### src/rtl/osd_io_bridge_if.sv
// HPS-side write bus and OSD-side byte bus of the OSD I/O bridge.
// Handshake: a word transfers on a clk_sys edge where hps_en & hps_strobe
// & hps_ready are all high; hps_ready depends only on bridge state, never
// on hps_strobe. A word offered while hps_ready is low is dropped, not held.
// dbg_state mirrors the serialiser FSM state for observation.
interface osd_io_bridge_if;
    logic        hps_en;
    logic        hps_strobe;
    logic [15:0] hps_din;
    logic        hps_wide;
    logic        hps_ready;
    logic        io_osd;
    logic        io_strobe;
    logic [7:0]  io_din;
    logic [2:0]  dbg_state;

    modport master (
        output hps_en, hps_strobe, hps_din, hps_wide,
        input  hps_ready, io_osd, io_strobe, io_din, dbg_state
    );

    modport slave (
        input  hps_en, hps_strobe, hps_din, hps_wide,
        output hps_ready, io_osd, io_strobe, io_din, dbg_state
    );
endinterface

### src/rtl/osd_io_bridge.sv
// osd_io_bridge: buffers HPS 16-bit OSD writes in a word FIFO and replays
// them as the byte-wide io_osd/io_strobe/io_din protocol with guaranteed
// strobe spacing and a closing io_osd low gap.
// Optional build macro OSD_IO_BRIDGE_OVF_EN adds the ovf/ovf_cnt outputs.
module osd_io_bridge #(
    parameter int FIFO_DEPTH = 8,
    parameter int STROBE_GAP = 1,
    parameter int CLOSE_GAP  = 2
) (
    input  logic           clk_sys,
    input  logic           reset_n,
    osd_io_bridge_if.slave bus
`ifdef OSD_IO_BRIDGE_OVF_EN
    ,
    output logic           ovf,
    output logic [7:0]     ovf_cnt
`endif
);

    localparam int AW   = $clog2(FIFO_DEPTH);
    localparam int PW   = AW + 1;
    localparam int GMAX = (STROBE_GAP > CLOSE_GAP) ? STROBE_GAP : CLOSE_GAP;
    localparam int CW   = $clog2(GMAX + 1);

    typedef enum logic [2:0] {
        S_IDLE  = 3'd0,
        S_OPEN  = 3'd1,
        S_STB   = 3'd2,
        S_GAP   = 3'd3,
        S_WAIT  = 3'd4,
        S_CLOSE = 3'd5
    } state_t;

    // FIFO entry: {marker, wide, data[15:0]}
    logic [17:0]   mem_q [FIFO_DEPTH];
    logic [PW-1:0] wr_ptr_q, wr_ptr_d, rd_ptr_q, rd_ptr_d, count_q, count_d;
    logic [AW-1:0] rd_idx, nx_idx;
    logic [17:0]   head;
    logic          head_mark, head_wide, next_mark;
    logic          fifo_empty, fifo_full, has_next, ready;
    logic          push_word, push_mark, push, pop;
    logic          hps_en_q;

    state_t        state_q, state_d;
    logic          hi_q, hi_d;
    logic [CW-1:0] cnt_q, cnt_d;
    logic          gap_done, close_done;

    logic          io_osd_q, io_osd_d, io_strobe_q, io_strobe_d;
    logic [7:0]    io_din_q, io_din_d;

    assign rd_idx     = rd_ptr_q[AW-1:0];
    assign nx_idx     = rd_idx + AW'(1);
    assign head       = mem_q[rd_idx];
    assign head_mark  = head[17];
    assign head_wide  = head[16];
    assign next_mark  = mem_q[nx_idx][17];
    assign fifo_empty = (count_q == '0);
    assign has_next   = (count_q > PW'(1));
    assign fifo_full  = (wr_ptr_q[AW] != rd_ptr_q[AW]) && (wr_ptr_q[AW-1:0] == rd_idx);

    // One slot stays free so the end-of-transaction marker always fits.
    assign ready     = (count_q < PW'(FIFO_DEPTH - 1));
    assign push_word = bus.hps_strobe & bus.hps_en & ready;
    assign push_mark = hps_en_q & ~bus.hps_en & ~fifo_full;
    assign push      = push_word | push_mark;

    assign gap_done   = (cnt_q == CW'(STROBE_GAP - 1));
    assign close_done = (cnt_q == CW'(CLOSE_GAP - 1));

    // FIFO pointer/count next-state arithmetic
    always_comb begin
        wr_ptr_d = wr_ptr_q + PW'(push);
        rd_ptr_d = rd_ptr_q + PW'(pop);
        count_d  = count_q + PW'(push) - PW'(pop);
    end

    // FIFO bookkeeping and hps_en edge detector; reset discards all entries
    always_ff @(posedge clk_sys or negedge reset_n) begin
        if (!reset_n) begin
            wr_ptr_q <= '0;
            rd_ptr_q <= '0;
            count_q  <= '0;
            hps_en_q <= 1'b0;
        end else begin
            wr_ptr_q <= wr_ptr_d;
            rd_ptr_q <= rd_ptr_d;
            count_q  <= count_d;
            hps_en_q <= bus.hps_en;
        end
    end

    // FIFO storage; a marker push wins over a word in the same cycle
    always_ff @(posedge clk_sys) begin
        if (push) begin
            mem_q[wr_ptr_q[AW-1:0]] <= {push_mark, bus.hps_wide, bus.hps_din};
        end
    end

    // FSM state register plus byte-half flag and gap counter
    always_ff @(posedge clk_sys or negedge reset_n) begin
        if (!reset_n) begin
            state_q <= S_IDLE;
            hi_q    <= 1'b0;
            cnt_q   <= '0;
        end else begin
            state_q <= state_d;
            hi_q    <= hi_d;
            cnt_q   <= cnt_d;
        end
    end

    // FSM next state and FIFO pop; after a word, a queued next word goes
    // straight to STB so strobe spacing inside a burst stays 1+STROBE_GAP
    always_comb begin
        state_d = state_q;
        hi_d    = hi_q;
        pop     = 1'b0;
        case (state_q)
            S_IDLE: begin
                if (!fifo_empty) begin
                    if (head_mark) pop = 1'b1;
                    else           state_d = S_OPEN;
                end
            end
            S_OPEN: state_d = S_STB;
            S_STB:  state_d = S_GAP;
            S_GAP: begin
                if (gap_done) begin
                    if (!hi_q && head_wide) begin
                        hi_d    = 1'b1;
                        state_d = S_STB;
                    end else begin
                        pop     = 1'b1;
                        hi_d    = 1'b0;
                        state_d = (has_next && !next_mark) ? S_STB : S_WAIT;
                    end
                end
            end
            S_WAIT: begin
                if (!fifo_empty) begin
                    if (head_mark) begin
                        pop     = 1'b1;
                        state_d = S_CLOSE;
                    end else begin
                        state_d = S_STB;
                    end
                end
            end
            S_CLOSE: if (close_done) state_d = S_IDLE;
            default: state_d = S_IDLE;
        endcase
    end

    // Residence counter for the timed GAP and CLOSE states
    always_comb begin
        cnt_d = '0;
        if ((state_q == S_GAP || state_q == S_CLOSE) && state_d == state_q) begin
            cnt_d = cnt_q + CW'(1);
        end
    end

    // Output decode; registered below so io_osd leads the first strobe by one cycle
    always_comb begin
        io_osd_d    = (state_q == S_OPEN) || (state_q == S_STB) ||
                      (state_q == S_GAP)  || (state_q == S_WAIT);
        io_strobe_d = (state_q == S_STB);
        io_din_d    = io_din_q;
        if (state_q == S_STB) begin
            io_din_d = hi_q ? head[15:8] : head[7:0];
        end
    end

    // Output registers; reset drops io_osd and io_strobe immediately
    always_ff @(posedge clk_sys or negedge reset_n) begin
        if (!reset_n) begin
            io_osd_q    <= 1'b0;
            io_strobe_q <= 1'b0;
            io_din_q    <= 8'h00;
        end else begin
            io_osd_q    <= io_osd_d;
            io_strobe_q <= io_strobe_d;
            io_din_q    <= io_din_d;
        end
    end

    assign bus.hps_ready = ready;
    assign bus.io_osd    = io_osd_q;
    assign bus.io_strobe = io_strobe_q;
    assign bus.io_din    = io_din_q;
    assign bus.dbg_state = state_q;

`ifdef OSD_IO_BRIDGE_OVF_EN
    logic       drop;
    logic       ovf_q;
    logic [7:0] ovf_cnt_q;

    assign drop = bus.hps_strobe & bus.hps_en & ~ready;

    // Sticky overflow flag and saturating dropped-word count
    always_ff @(posedge clk_sys or negedge reset_n) begin
        if (!reset_n) begin
            ovf_q     <= 1'b0;
            ovf_cnt_q <= 8'h00;
        end else begin
            ovf_q <= ovf_q | drop;
            if (drop && ovf_cnt_q != 8'hFF) ovf_cnt_q <= ovf_cnt_q + 8'd1;
        end
    end

    assign ovf     = ovf_q;
    assign ovf_cnt = ovf_cnt_q;
`endif

endmodule

### src/flat_wrapper.sv
// flat-port wrapper written by rule: the top's interface ports become plain ports
module osd_io_bridge_flat 
#(
    parameter int FIFO_DEPTH = 8,
    parameter int STROBE_GAP = 1,
    parameter int CLOSE_GAP  = 2
)
  (clk_sys, reset_n, bus_hps_en, bus_hps_strobe, bus_hps_din, bus_hps_wide, bus_hps_ready, bus_io_osd, bus_io_strobe, bus_io_din, bus_dbg_state);
  osd_io_bridge_if bus_i ();
  input  logic clk_sys;
  input  logic reset_n;
  input wire logic [$bits(bus_i.hps_en)-1:0] bus_hps_en;
  input wire logic [$bits(bus_i.hps_strobe)-1:0] bus_hps_strobe;
  input wire logic [$bits(bus_i.hps_din)-1:0] bus_hps_din;
  input wire logic [$bits(bus_i.hps_wide)-1:0] bus_hps_wide;
  output wire logic [$bits(bus_i.hps_ready)-1:0] bus_hps_ready;
  output wire logic [$bits(bus_i.io_osd)-1:0] bus_io_osd;
  output wire logic [$bits(bus_i.io_strobe)-1:0] bus_io_strobe;
  output wire logic [$bits(bus_i.io_din)-1:0] bus_io_din;
  output wire logic [$bits(bus_i.dbg_state)-1:0] bus_dbg_state;
  assign bus_i.hps_en = bus_hps_en;
  assign bus_i.hps_strobe = bus_hps_strobe;
  assign bus_i.hps_din = bus_hps_din;
  assign bus_i.hps_wide = bus_hps_wide;
  assign bus_hps_ready = bus_i.hps_ready;
  assign bus_io_osd = bus_i.io_osd;
  assign bus_io_strobe = bus_i.io_strobe;
  assign bus_io_din = bus_i.io_din;
  assign bus_dbg_state = bus_i.dbg_state;
  osd_io_bridge #(.FIFO_DEPTH(FIFO_DEPTH), .STROBE_GAP(STROBE_GAP), .CLOSE_GAP(CLOSE_GAP)) u_core (.clk_sys(clk_sys), .reset_n(reset_n), .bus(bus_i));
endmodule
### config.mk
export PLATFORM = sky130hd
export DESIGN_NAME = osd_io_bridge_flat
export DESIGN_NICKNAME = d
export VERILOG_FILES = /design/src/rtl/osd_io_bridge_if.sv /design/src/rtl/osd_io_bridge.sv /design/src/flat_wrapper.sv
export SDC_FILE = /design/constraint.sdc
export NUM_CORES = 1
export LEC_CHECK = 0
export CAP_MARGIN = 20
export CORE_MARGIN = 1.5
export CORE_UTILIZATION = 50
export DETAILED_ROUTE_END_ITERATION = 10
export PLACE_DENSITY = 0.8
export SYNTH_ARGS = -nofsm -noshare
export SYNTH_HDL_FRONTEND = slang
export SYNTH_SLANG_ARGS = --single-unit
### constraint.sdc
create_clock -name clk_sys -period 3.9 [get_ports clk_sys]
set_clock_uncertainty 0.05 [all_clocks]
set_input_delay 0.78 -clock clk_sys [delete_from_list [all_inputs] [get_ports clk_sys]]
set_output_delay 0.78 -clock clk_sys [all_outputs]
set_load 0.1 [all_outputs]
==> impl_results.md <==
- First-pass iteration count of the detailed router: 4
- Synth top cells by count: edfxtp_1 (144), mux4_2 (32), dfrtp_1 (29)
- All-Layer GR Usage: 0.1995
- Clock tree buffer depth: 2
- R2R depth: 9
- Setup Fix Bufs, Post-CTS: 0
- Gp weighted congestion: around 0.74
- Post-synth top area share: 0.6144
- Crit path launch type: flop
- Number of remaining DRC errors: 0
- RSZ-0062 raised after global routing: false
- Arr. time, crit path: 3350 ps
- Share of layout cells above drive strength 1: 0.2411
- # setup viols final: 0
- Crit path max fanout: 13
- Yosys warnings: 0
- Number of global-route vias before repair: 3,717
- Power density cells: about 830 nW/um2
- Rel. slew slack: 0.3399
- Post-route ant nets: 0
- Nets: 442
- Syn_nets: 390
- Die area: between 10,000 and 15,000 um2
- Inst Count DP: 567
- TritonCTS Buffers: 17
- CTS tree: done
- Register bit total from synthesis: 173
- Area leader, netlist: edfxtp_1
- Maximum clock rate: 327.8 MHz
- CTS Hold Bufs: 0
- Largest cells by area after synthesis: edfxtp_1 (61%), dfrtp_1 (10%), mux4_2 (10%)
- Critical path type: reg2reg
- Largest net degree at the start of global routing: 32
- Mapped Area: 7038 um2
- Synth-to-layout area growth: 17.55%
- Cells after synthesis: 354
- Hold Slack: 420.8 ps
- Number of synthesized flops with an enable pin: 144
- Post_cts resized: 0
- Die Ht: 121.6 um
- Cell with the most instances after synthesis: edfxtp_1
- Layout Cells excl Fill: ~600
- Status: finished clean
- Vias: 3,477
- Worst setup EP type: flop
- Register area share after synthesis: 0.7175
- Synth async-reset ratio: 0.1676
- Routed wire length: 13.36 mm
- Max Cap Violations: 0
- Final hold vios: 0
- Initial Util: 0.5090
- Initial antenna violation count: 0
- I/O Buffers: 34
- Period utilisation layout: 0.7821
- Netlist cell types: 42
- Worst-Skew Late Latency: 430 ps
- Reg clk slew, reported paths: 70 ps
- Worst-Margin Slew: 987.1 ps
- Avg WL per Cell: 22.31 um
- P_leak: 2.882 nW
- Worst hold path cell count: 1
- Die width: 121.6 um
- Initial DRC count: 266
- Synth Flop Type: edfxtp_1
- H-tree lvl count: 4
- VDD IR max: between 500 and 600 uV
- Vias per Instance: 5.805
- N_diodes: 0
- First-pass GRT wire length: approximately 21 mm
- Number of placed I/O pins: 35
- Syn Area/Cell: 19.88 um2
- Core area: 13,830 um2
- Clock root buffer: clkbuf_16
- DP HPWL: about 8.2 mm
- Rows: 43
- Max Slew Vio Count: 0
- Final min period: 3050 ps
- Critical path required time: 4200 ps
- GRT overflow: 0
- Sink Count: 173
- Setup Total Neg Slack: 0 ps
- Hold Path Class: reg2reg
==> cell usage in the layout (no fill, tap or decap), types with 2 or more instances in the layout <==
cell type / synthesis / layout
a21oi_1: 3 / 3
clkbuf_16: 0 / 17
edfxtp_1: 144 / 144
nand2_1: 3 / 3
mux2i_1: 8 / 8
nor3_2: 0 / 2
xnor2_1: 7 / 7
nand3_1: 4 / 4
inv_8: 0 / 3
inv_1: 8 / 8
nand2b_1: 5 / 5
nor2_2: 0 / 2
xor2_1: 5 / 5
clkdlybuf4s50_1: 0 / 33
bufinv_16: 0 / 4
nor3_1: 11 / 9
clkinvlp_4: 0 / 2
mux2_2: 10 / 10
inv_6: 0 / 3
o21ai_0: 4 / 4
ha_1: 14 / 14
dfrtp_1: 29 / 28
mux4_1: 6 / 6
buf_4: 0 / 18
nor2_1: 13 / 11
a221o_1: 9 / 9
mux4_2: 32 / 32
==> layer usage <==
layer	routed length [um]	global-route usage
met5	0	0
met4	195	0.07647
met3	882	0.05243
met2	7047	0.3263
met1	5238	0.2585
==> logic make-up after synthesis <==
kind of cell,after synthesis,share of synthesized area
flops,173,0.7175
mux,57,0.1554
simple gates,44,0.03200
buf+inv,27,0.02222
compound gates,26,0.03023
fa+ha+maj,15,0.02773
xor+xnor,12,0.01493
==> area by class of cell <==
class                   instances  area, um2
well taps                     180      225.2
repair buffers                 51      465.4
clock inverters                15      225.2
flip-flops and latches        173       5051
inverters                       9      33.78
fillers                       977       5554
clock buffers                  17      425.4
multi-input cells             154       1847
==> state kept, by name (all words and copies together) (netlist names) <==
name,count
u_core.bus.io_din,8
u_core.hps_en_q,1
u_core.cnt_q,2
u_core.bus.dbg_state,3
u_core.mem_q,144
u_core.count_q,4
u_core.rd_ptr_q,4
u_core.bus.io_osd,1
u_core.bus.io_strobe,1
u_core.wr_ptr_q,4
u_core.hi_q,1
==> final timing paths <==
check / from / end / slack [ps]
max: u_core.rd_ptr_q[2] / u_core.count_q[3] / 850
min: u_core.cnt_q[0] / u_core.cnt_q[0] / 420
max reg2reg: u_core.rd_ptr_q[2] / u_core.count_q[3] / 850
min reg2reg: u_core.cnt_q[0] / u_core.cnt_q[0] / 420
max in group asynchronous: reset_n / u_core.rd_ptr_q[1] / 2300
min in group asynchronous: reset_n / u_core.count_q[3] / 790
==> through the flow <==
stage | util | worst slack, ps | power, mW | area (um2)
global route | 0.5983 | 697.7 | 7.182 | 8273
finish | 0.5983 | 849.8 | 6.869 | 8273
global placement | 0.5513 | 842.0 | 4.978 | 7622
detailed placement | 0.5513 | 732.7 | 5.078 | 7622
CTS | 0.5983 | 871.2 | 6.930 | 8273
floorplan | - | 696.5 | 4.486 | 7038
==> worst max-delay path: stages, from the launching register on <==
cell	delay (ps)
dfrtp_1	820
mux4_2	380
mux2i_4	100
o41ai_1	500
ha_1	240
inv_1	70
ha_1	270
a21o_1	180
a21oi_1	190
xor2_1	170
==> power by group <==
part / total [mW] / switching [mW] / internal (mW)
clock: 1.84 / 0.744 / 1.10
combinational: 2.42 / 1.41 / 1.01
sequential: 2.61 / 0.270 / 2.34
Note: power is estimated with default switching activity, not from simulation.
